`config.mk`:
```
export PLATFORM = sky130hd
export DESIGN_NAME = binary2bcd_param
export DESIGN_NICKNAME = d
export VERILOG_FILES = /design/src/rtl/binary2bcd_pkg.sv /design/src/rtl/binary2bcd_param_digit_adjust.sv /design/src/rtl/binary2bcd_param.sv
export SDC_FILE = /design/constraint.sdc
export NUM_CORES = 1
export LEC_CHECK = 0
export CAP_MARGIN = 20
export CORE_ASPECT_RATIO = 1.2
export CORE_UTILIZATION = 53
export DETAILED_ROUTE_END_ITERATION = 8
export HOLD_SLACK_MARGIN = 0.02
export PLACE_DENSITY = 0.89
export RECOVER_POWER = 100
export SLEW_MARGIN = 5
export SYNTH_ARGS = -nofsm -noshare
export SYNTH_HDL_FRONTEND = slang
export SYNTH_SLANG_ARGS = --single-unit
```
`constraint.sdc`:
```
create_clock -name i_clk -period 2.2 [get_ports i_clk]
set_input_delay 0.22 -clock i_clk [delete_from_list [all_inputs] [get_ports i_clk]]
set_output_delay 0.22 -clock i_clk [all_outputs]
set_load 0.02 [all_outputs]
```
`src/rtl/binary2bcd_pkg.sv`:
```
// Shared types and constants for the binary-to-BCD converter.
// No logic of its own; holds the FSM state type and the double-dabble adjust constants.
// Imported by the converter top and its digit-adjust cell.
package binary2bcd_pkg;

   // Converter control states
   typedef enum logic [2:0] {
      IDLE = 3'd0,
      REQ  = 3'd1,
      LOAD = 3'd2,
      CONV = 3'd3,
      DONE = 3'd4
   } state_t;

   // Double-dabble: a digit above the threshold gets the offset added before each shift
   localparam int unsigned BCD_DIGIT_W    = 4;
   localparam int unsigned BCD_ADJ_THRESH = 4;
   localparam int unsigned BCD_ADJ_OFFSET = 3;

   // Saturation digit used when the magnitude does not fit
   localparam logic [BCD_DIGIT_W-1:0] BCD_NINE = 4'd9;

endpackage

```
`src/rtl/binary2bcd_param_digit_adjust.sv`:
```
// Single BCD digit pre-shift correction: adds 3 when the digit exceeds 4.
// Latency: purely combinational, zero cycles.
// Backpressure: none, no flow control on this cell.
module bcd_digit_adjust
   import binary2bcd_pkg::*;
(
   input  logic [BCD_DIGIT_W-1:0] digit_in,
   output logic [BCD_DIGIT_W-1:0] digit_out
);

   // Add the offset so the following left shift carries correctly into the next digit
   always_comb begin
      digit_out = digit_in;
      if (digit_in > BCD_DIGIT_W'(BCD_ADJ_THRESH)) begin
         digit_out = digit_in + BCD_DIGIT_W'(BCD_ADJ_OFFSET);
      end
   end

endmodule

```
`src/rtl/binary2bcd_param.sv`:
```
// Sequential binary to packed-BCD converter (shift-and-add-3) with optional signed input.
// Latency: BINARY_WIDTH+3 cycles from the input read request to the o_valid_output strobe.
// Backpressure: waits in IDLE while the input side is busy/empty, holds results in DONE while the output side is full/busy.
module binary2bcd_param
   import binary2bcd_pkg::*;
#(
   parameter int BINARY_WIDTH   = 8,
   parameter int DECIMAL_DIGITS = 3,
   parameter bit SIGNED_MODE    = 1'b0
) (
   input  logic                                i_clk,
   input  logic                                i_rst_n,
   input  logic [BINARY_WIDTH-1:0]             i_binary,
   input  logic                                i_busy_input,
   input  logic                                i_empty_input,
   input  logic                                i_busy_output,
   input  logic                                i_full_output,
   output logic [BCD_DIGIT_W*DECIMAL_DIGITS-1:0] o_BCD,
   output logic                                o_sign,
   output logic                                o_overflow,
   output logic                                o_valid_output,
   output logic                                o_req_input,
   output logic                                o_busy
);

   localparam int BCD_W = BCD_DIGIT_W * DECIMAL_DIGITS;
   localparam int CNT_W = $clog2(BINARY_WIDTH + 1);
   localparam logic [CNT_W-1:0] CNT_LAST = CNT_W'(BINARY_WIDTH - 1);

   state_t                  state_q;
   state_t                  state_nxt;
   logic [BINARY_WIDTH-1:0] mag_q;
   logic [BCD_W-1:0]        bcd_q;
   logic [BCD_W-1:0]        bcd_adj;
   logic [BCD_W-1:0]        bcd_shift;
   logic [BCD_W-1:0]        bcd_sat;
   logic                    sign_q;
   logic                    ovf_q;
   logic                    ovf_nxt;
   logic [CNT_W-1:0]        cnt_q;
   logic [BINARY_WIDTH:0]   neg_ext;
   logic [BINARY_WIDTH-1:0] load_mag;
   logic                    load_neg;
   logic                    conv_last;
   logic                    out_ready;
   logic                    result_zero;

   // One adjust cell per digit, all digits corrected in parallel
   for (genvar g = 0; g < DECIMAL_DIGITS; g++) begin : g_digit
      bcd_digit_adjust u_adj (
         .digit_in  (bcd_q[g*BCD_DIGIT_W +: BCD_DIGIT_W]),
         .digit_out (bcd_adj[g*BCD_DIGIT_W +: BCD_DIGIT_W])
      );
      assign bcd_sat[g*BCD_DIGIT_W +: BCD_DIGIT_W] = BCD_NINE;
   end

   // Datapath helpers: operand magnitude at load, next shift step, sticky overflow
   always_comb begin
      load_neg    = SIGNED_MODE && i_binary[BINARY_WIDTH-1];
      // One extra bit so the most negative operand negates to its exact magnitude
      neg_ext     = {1'b0, ~i_binary} + (BINARY_WIDTH+1)'(1);
      load_mag    = load_neg ? neg_ext[BINARY_WIDTH-1:0] : i_binary;
      bcd_shift   = {bcd_adj[BCD_W-2:0], mag_q[BINARY_WIDTH-1]};
      ovf_nxt     = ovf_q | bcd_adj[BCD_W-1];
      conv_last   = (cnt_q == CNT_LAST);
      out_ready   = !i_full_output && !i_busy_output;
      result_zero = (bcd_shift == '0) && !ovf_nxt;
   end

   // Next-state logic; status from each side only matters in its own state
   always_comb begin
      state_nxt = state_q;
      case (state_q)
         IDLE:    if (!i_busy_input && !i_empty_input) state_nxt = REQ;
         REQ:     state_nxt = LOAD;
         LOAD:    state_nxt = CONV;
         CONV:    if (conv_last) state_nxt = DONE;
         DONE:    if (out_ready) state_nxt = IDLE;
         default: state_nxt = IDLE;
      endcase
   end

   // State register
   always_ff @(posedge i_clk or negedge i_rst_n) begin
      if (!i_rst_n) state_q <= IDLE;
      else          state_q <= state_nxt;
   end

   // Working registers: operand shifter, BCD accumulator, bit counter
   always_ff @(posedge i_clk or negedge i_rst_n) begin
      if (!i_rst_n) begin
         mag_q  <= '0;
         bcd_q  <= '0;
         sign_q <= 1'b0;
         ovf_q  <= 1'b0;
         cnt_q  <= '0;
      end else begin
         case (state_q)
            LOAD: begin
               mag_q  <= load_mag;
               sign_q <= load_neg;
               bcd_q  <= '0;
               ovf_q  <= 1'b0;
               cnt_q  <= '0;
            end
            CONV: begin
               mag_q <= mag_q << 1;
               bcd_q <= bcd_shift;
               ovf_q <= ovf_nxt;
               cnt_q <= cnt_q + CNT_W'(1);
            end
            default: ;
         endcase
      end
   end

   // Result registers load on the last shift and stay put until the next result; strobes are registered
   always_ff @(posedge i_clk or negedge i_rst_n) begin
      if (!i_rst_n) begin
         o_BCD          <= '0;
         o_sign         <= 1'b0;
         o_overflow     <= 1'b0;
         o_valid_output <= 1'b0;
         o_req_input    <= 1'b0;
      end else begin
         o_req_input    <= (state_nxt == REQ);
         o_valid_output <= (state_q == DONE) && out_ready;
         if ((state_q == CONV) && conv_last) begin
            o_BCD      <= ovf_nxt ? bcd_sat : bcd_shift;
            o_overflow <= ovf_nxt;
            o_sign     <= sign_q && !result_zero;
         end
      end
   end

   assign o_busy = (state_q != IDLE);

endmodule

```
## Word level (Yosys, flattened, before mapping)

Index checks and enable logic that the tools add are counted.
Widths: inputs -> output; s select.

| word-level totals | value |
|---|---|
| output and inout port bits | 17 |
| register bits | 43 |
| word-level logic and storage cells | 46 |

| cells by class | value |
|---|---|
| bitwise gates (word level) | 1 |
| add/subtract/negate cells | 4 |
| eq/ne operators | 6 |
| order comparisons | 3 |
| reductions and logical operators | 11 |
| mux-type cells | 12 |

Operator list:

| kind | number |
|---|---|
| $pmux 12 s2 | 1 |
| $pmux 8 s2 | 1 |
| $pmux 3 s5 | 1 |
| $add 4x2->4 const B | 3 |
| $gt 4x3->1 const B | 3 |
| $mux 12 | 1 |
| $mux 4 | 3 |
| $mux 3 | 3 |
| $pmux 4 s2 | 1 |
| $eq 3x1->1 const B | 2 |
| $eq 3x2->1 const B | 2 |
| $add 4x1->4 const B | 1 |
| $eq 4x3->1 const B | 1 |
| $logic_and 1x1->1 | 4 |
| $logic_not 1->1 | 4 |
| $eq 3x3->1 const B | 1 |
| $logic_not 3->1 | 1 |
| $reduce_bool 3->1 | 1 |
| $pmux 1 s2 | 1 |
| $reduce_bool 2->1 | 1 |
| $or 1x1->1 | 1 |

## Longest topological paths before layout

| logic depth | value |
|---|---|
| depth in word-level cells | 5 |
| mapped depth | 7 |
| depth with buffers taken out | 6 |

## By module

From an unflattened synthesis, not the netlist that was laid out.

| second synthesis, totals | value |
|---|---|
| cells, all modules | 227 |
| area, all modules | 2203.4 um2 |

Modules (own cells, without submodules):

| module | area an instance (um2) | instances | cells an instance |
|---|---|---|---|
| binary2bcd_param | 1891.8 | 1 | 182 |
| bcd_digit_adjust | 103.8 | 3 | 15 |

## Least setup slack after synthesis

No wires, ideal clock.

| timing path | value |
|---|---|
| path type | register to register |
| start | register bcd_q[8] |
| end | register o_BCD[10] |
| path slack | 0.671 ns |
| arrival time | 1.434 ns |
| data required time | 2.105 ns |
| cell stages (with the launch flop) | 7 |
| setup time | 0.095 ns |
| path through | dfrtp_1 inv_1 ha_1 inv_1 a21oi_1 mux2_2 o31ai_1 |

| on the way | value |
|---|---|
| cells in the longest elaborated chain, start to end | 4 |
| elaborated cells between the ends (all ways) | 5 |
| those cells by class | 1 x add/sub; 1 x order compare; 2 x mux; 1 x bitwise |

RTL lines:

| element | line | text |
|---|---|---|
| start, declared | binary2bcd_param.sv:33 | `logic [BCD_W-1:0] bcd_q;` |
| start signal, assigned | binary2bcd_param.sv:108 | `bcd_q <= bcd_shift;` |
| $add 4x2->4 or $gt 4x3->1 (tied branches) | binary2bcd_param_digit_adjust.sv:15, binary2bcd_param_digit_adjust.sv:14 |  |
| $mux 4 (*) | binary2bcd_param_digit_adjust.sv:14 | `if (digit_in > BCD_DIGIT_W'(BCD_ADJ_THRESH)) begin` |
| $or 1x1->1 | binary2bcd_param.sv:64 | `ovf_nxt = ovf_q \| bcd_adj[BCD_W-1];` |
| $mux 12 (*) | binary2bcd_param.sv:129 | `o_BCD <= ovf_nxt ? bcd_sat : bcd_shift;` |
| end signal, assigned | binary2bcd_param.sv:129 |  |
| end, declared | binary2bcd_param.sv:18 | `output logic [BCD_DIGIT_W*DECIMAL_DIGITS-1:0] o_BCD,` |

Every way passes the cells marked *; elsewhere a longest branch is shown, timed or not.
A chain may end at the register's enable or synchronous reset.

## Worst setup path in the final report

| timing path | value |
|---|---|
| start | register state_q[1] |
| end | output port o_busy |

| on the way | value |
|---|---|
| cells in the longest elaborated chain, start to end | 1 |

RTL lines:

| element | line | text |
|---|---|---|
| start, declared | binary2bcd_param.sv:30 | `state_t state_q;` |
| start signal, assigned | binary2bcd_param.sv:86 | `else state_q <= state_nxt;` |
| $reduce_bool 3->1 | binary2bcd_param.sv:136 | `assign o_busy = (state_q != IDLE);` |
| end, declared | binary2bcd_param.sv:23 | `output logic o_busy` |

Every way passes these cells.

==> results.toml <==
[grt]
grtUsageMet1 = 0.2852
top_usage_layer = "met2"
antenna_found_initial = 0
track_usage = 0.2214
grt_max_degree = 40
grt_pass1_wl_um = 6768
use_met2 = 0.3512
grt_pass1_vias = 1477
use_met3 = 0.05410
overflow = 0

[worst_setup_path]
cp_slowest_cell = "dlygate4sd3_1"
cp.arrival_ns = 1.81
crit_path_max_incr_delay_ns = 0.67
path_cells = "or3_1, dlygate4sd3_1"
cp.required_ns = 1.98
end_kind = "primary output"
path_max_fanout = 8
critPathLaunchType = "flop"
critical_path_class = "reg2out"

[sta]
holdWs_ns = 0.4167
final_max_slew_viol_count = 0
fin_tns_setup_ns = 0
rsz0062_at_grt = "false"
finClkSkew_ns = 0.005766
finalSetupViolCount = 0
hold_violations = 0
min_period_over_period = 0.9230
fmax_mhz = 492.5
tightestPinTransition_ns = 0.9836
max_slew_margin = 0.3443
period_minus_slack_ns = 2.031

[power_and_ir_drop]
powerDensity_nw_per_um2 = 1420
ir_drop_mv = 0.6991
cellLeakagePower_nw = 1.088
power_mw = 3.408

[final_layout]
syn2layout_area_growth_pct = 19.80
n_fill_cell = 293
final_layout_size_suffix_gt1_frac = 0.04641
nNetsFinal = 254
diodes = 0
finalNonFillerCells = 289

[clocking]
h-tree-depth = 2
postCtsHoldBufs = 1
path_clk_slew_ns = 0.07
cts_buffers = 5
cts.sink_count = 43
cts_tree = "built"
cts-root-buf = "clkbuf_8"
ctsResizeCount = 0
cts_buffer_depth = 2
clk_latency_ns = 0.29
cts_setup_buffers = 0

[detailed_routing]
detail_route.drc_violations = 0
vias_per_cell = 5.260
drt.antenna.violating_nets = 0
drtIter0Drc = 68
routedWlPerCell_um = 13.42
drt_first_pass_iters = 4
wirelength_um = 3877
vias = 1520

[floorplanning]
initial_core_util = 0.5513
fp.dieW_um = 58.12
die_height_um = 69.35
std_cell_rows = 24
core-area_um2 = 3633
die-area_um2 = 4030
top_level_ports = 31

[logic_synthesis]
syn-num-nets = 223
synth-seq-area-share = 0.5372
netlist_area_um2 = 2003
ys_seq_elements = 43
synthCells = 205
synthDistinctLibCells = 32
synth.avg_cell_area_um2 = 9.772
ys_warn_count = 0

[placed_design]
gp_congestion = 0.7847
dp_cells = 280
port_buffers = 29
dp_hpwl_um = 2766

[job]
maxCapViolCount = 0

[run_status]
outcome = "completed"

[hold_path]
hold_class = "in2async"
[per-stage QoR]
stage               setup WS (ns)  utilization  instance area (µm²)
global route               0.1406       0.6605                 2400
detailed placement         0.4914       0.6395                 2323
floorplan                  0.6707            -                 2003
finish                     0.1694       0.6605                 2400
global placement           0.5914       0.6395                 2323
CTS                        0.2723       0.6646                 2415
[cell usage in the layout (no fill, tap or decap)]
cell	instances
nand2b_1	2
a21oi_1	7
dlygate4sd3_1	17
clkbuf_8	5
a22o_1	5
ha_1	4
mux2_1	3
o21ai_2	1
xnor2_1	3
nand2_1	38
a21o_1	1
mux2i_1	8
clkbuf_1	6
nand3b_1	3
a211o_1	1
nor2_1	14
or2_0	1
o21bai_1	1
a211oi_2	1
conb_1	1
o21ai_0	27
inv_1	9
clkinv_2	1
nand3_1	1
or3_1	1
buf_4	1
clkbuf_2	1
a31oi_1	2
a41oi_1	3
clkdlybuf4s50_1	12
o31ai_1	6
nor2_2	1
nor3_1	7
dfrtp_1	43
[Yosys cell counts]
cell | count | area, µm²
o21ai_0 | 26 | 130.1
ha_1 | 4 | 50.05
a211oi_2 | 1 | 12.51
mux2i_1 | 8 | 80.08
o31ai_1 | 6 | 45.04
nor2_2 | 1 | 6.260
or3_1 | 1 | 6.260
dfrtp_1 | 43 | 1076
buf_4 | 1 | 7.510
o21ai_2 | 1 | 8.760
nand2_1 | 38 | 142.6
buf_2 | 6 | 30.03
nand3b_1 | 3 | 22.52
nand3_1 | 1 | 5.000
o21bai_1 | 1 | 7.510
mux2_2 | 3 | 33.78
a21o_1 | 1 | 7.510
o21ai_1 | 1 | 5.000
a21oi_1 | 7 | 35.03
a41oi_1 | 3 | 26.28
xnor2_1 | 3 | 26.28
a211o_1 | 1 | 8.760
or2_1 | 1 | 6.260
a22o_1 | 5 | 43.79
clkbuf_1 | 2 | 7.510
nor2_1 | 14 | 52.55
a31oi_1 | 2 | 12.51
nor3_1 | 7 | 35.03
conb_1 | 1 | 3.750
inv_1 | 9 | 33.78
buf_6 | 2 | 22.52
nand2b_1 | 2 | 12.51
[flip-flops by register name, indices dropped and copies added, names as in the netlist]
name,cells
bcd_q,12
cnt_q,4
mag_q,8
o_BCD,12
o_overflow,1
o_req_input,1
o_valid_output,1
ovf_q,1
state_q,3
[cell families after synthesis]
family | synth area share
and+or+nand+nor | 0.1443
AOI/OAI and AO/OA | 0.1711
DFF | 0.5372
buffers and inverters | 0.05059
muxes | 0.05684
adders and majority gates | 0.02499
xor gates and xnor gates | 0.01312
other | 0.001872
[area by class of cell]
type                            count  area [µm²]  share of cell area
Multi-Input combinational cell    142       825.8              0.3441
Clock buffer                        7       76.32             0.03180
Clock inverter                      1       5.005            0.002086
Timing Repair Buffer               35       317.8              0.1324
Tap cell                           52       65.06             0.02711
Sequential cell                    43        1076              0.4484
Inverter                            9       33.78             0.01408
[worst max-delay path: cells and delay by family, from the launching register on]
kind	cells	cell delay (ns)
buffers and inverters	1	0.67
DFF	1	0.45
and+or+nand+nor	1	0.41
[power by group]
group,switching (mW),internal (mW)
sequential,0.252,1.12
clock,0.249,0.223
combinational,0.929,0.636
total,1.43,1.98
[path summary, 6_finish.rpt]
check / start / to / slack [ns] / cells after the start
worst max-delay path: state_q[1] / o_busy / 0.17 / 2
worst max register to register: cnt_q[0] / o_overflow / 0.36 / 4
worst min register to register: o_BCD[5] / o_BCD[5] / 0.48 / 2
max in group asynchronous: i_rst_n / o_BCD[2] / 0.53 / 3
worst min-delay path: i_rst_n / o_BCD[6] / 0.42 / 2
min in group i_clk: o_BCD[5] / o_BCD[5] / 0.48 / 2
[layer usage]
| layer | up-vias | share of wire |
|---|---|---|
| met5 | - | 0 |
| met4 | 0 | 0.015 |
| met3 | 7 | 0.036 |
| met2 | 33 | 0.51 |
| met1 | 715 | 0.43 |
| li1 | 765 | - |
Note: power is estimated with default switching activity, not from simulation.
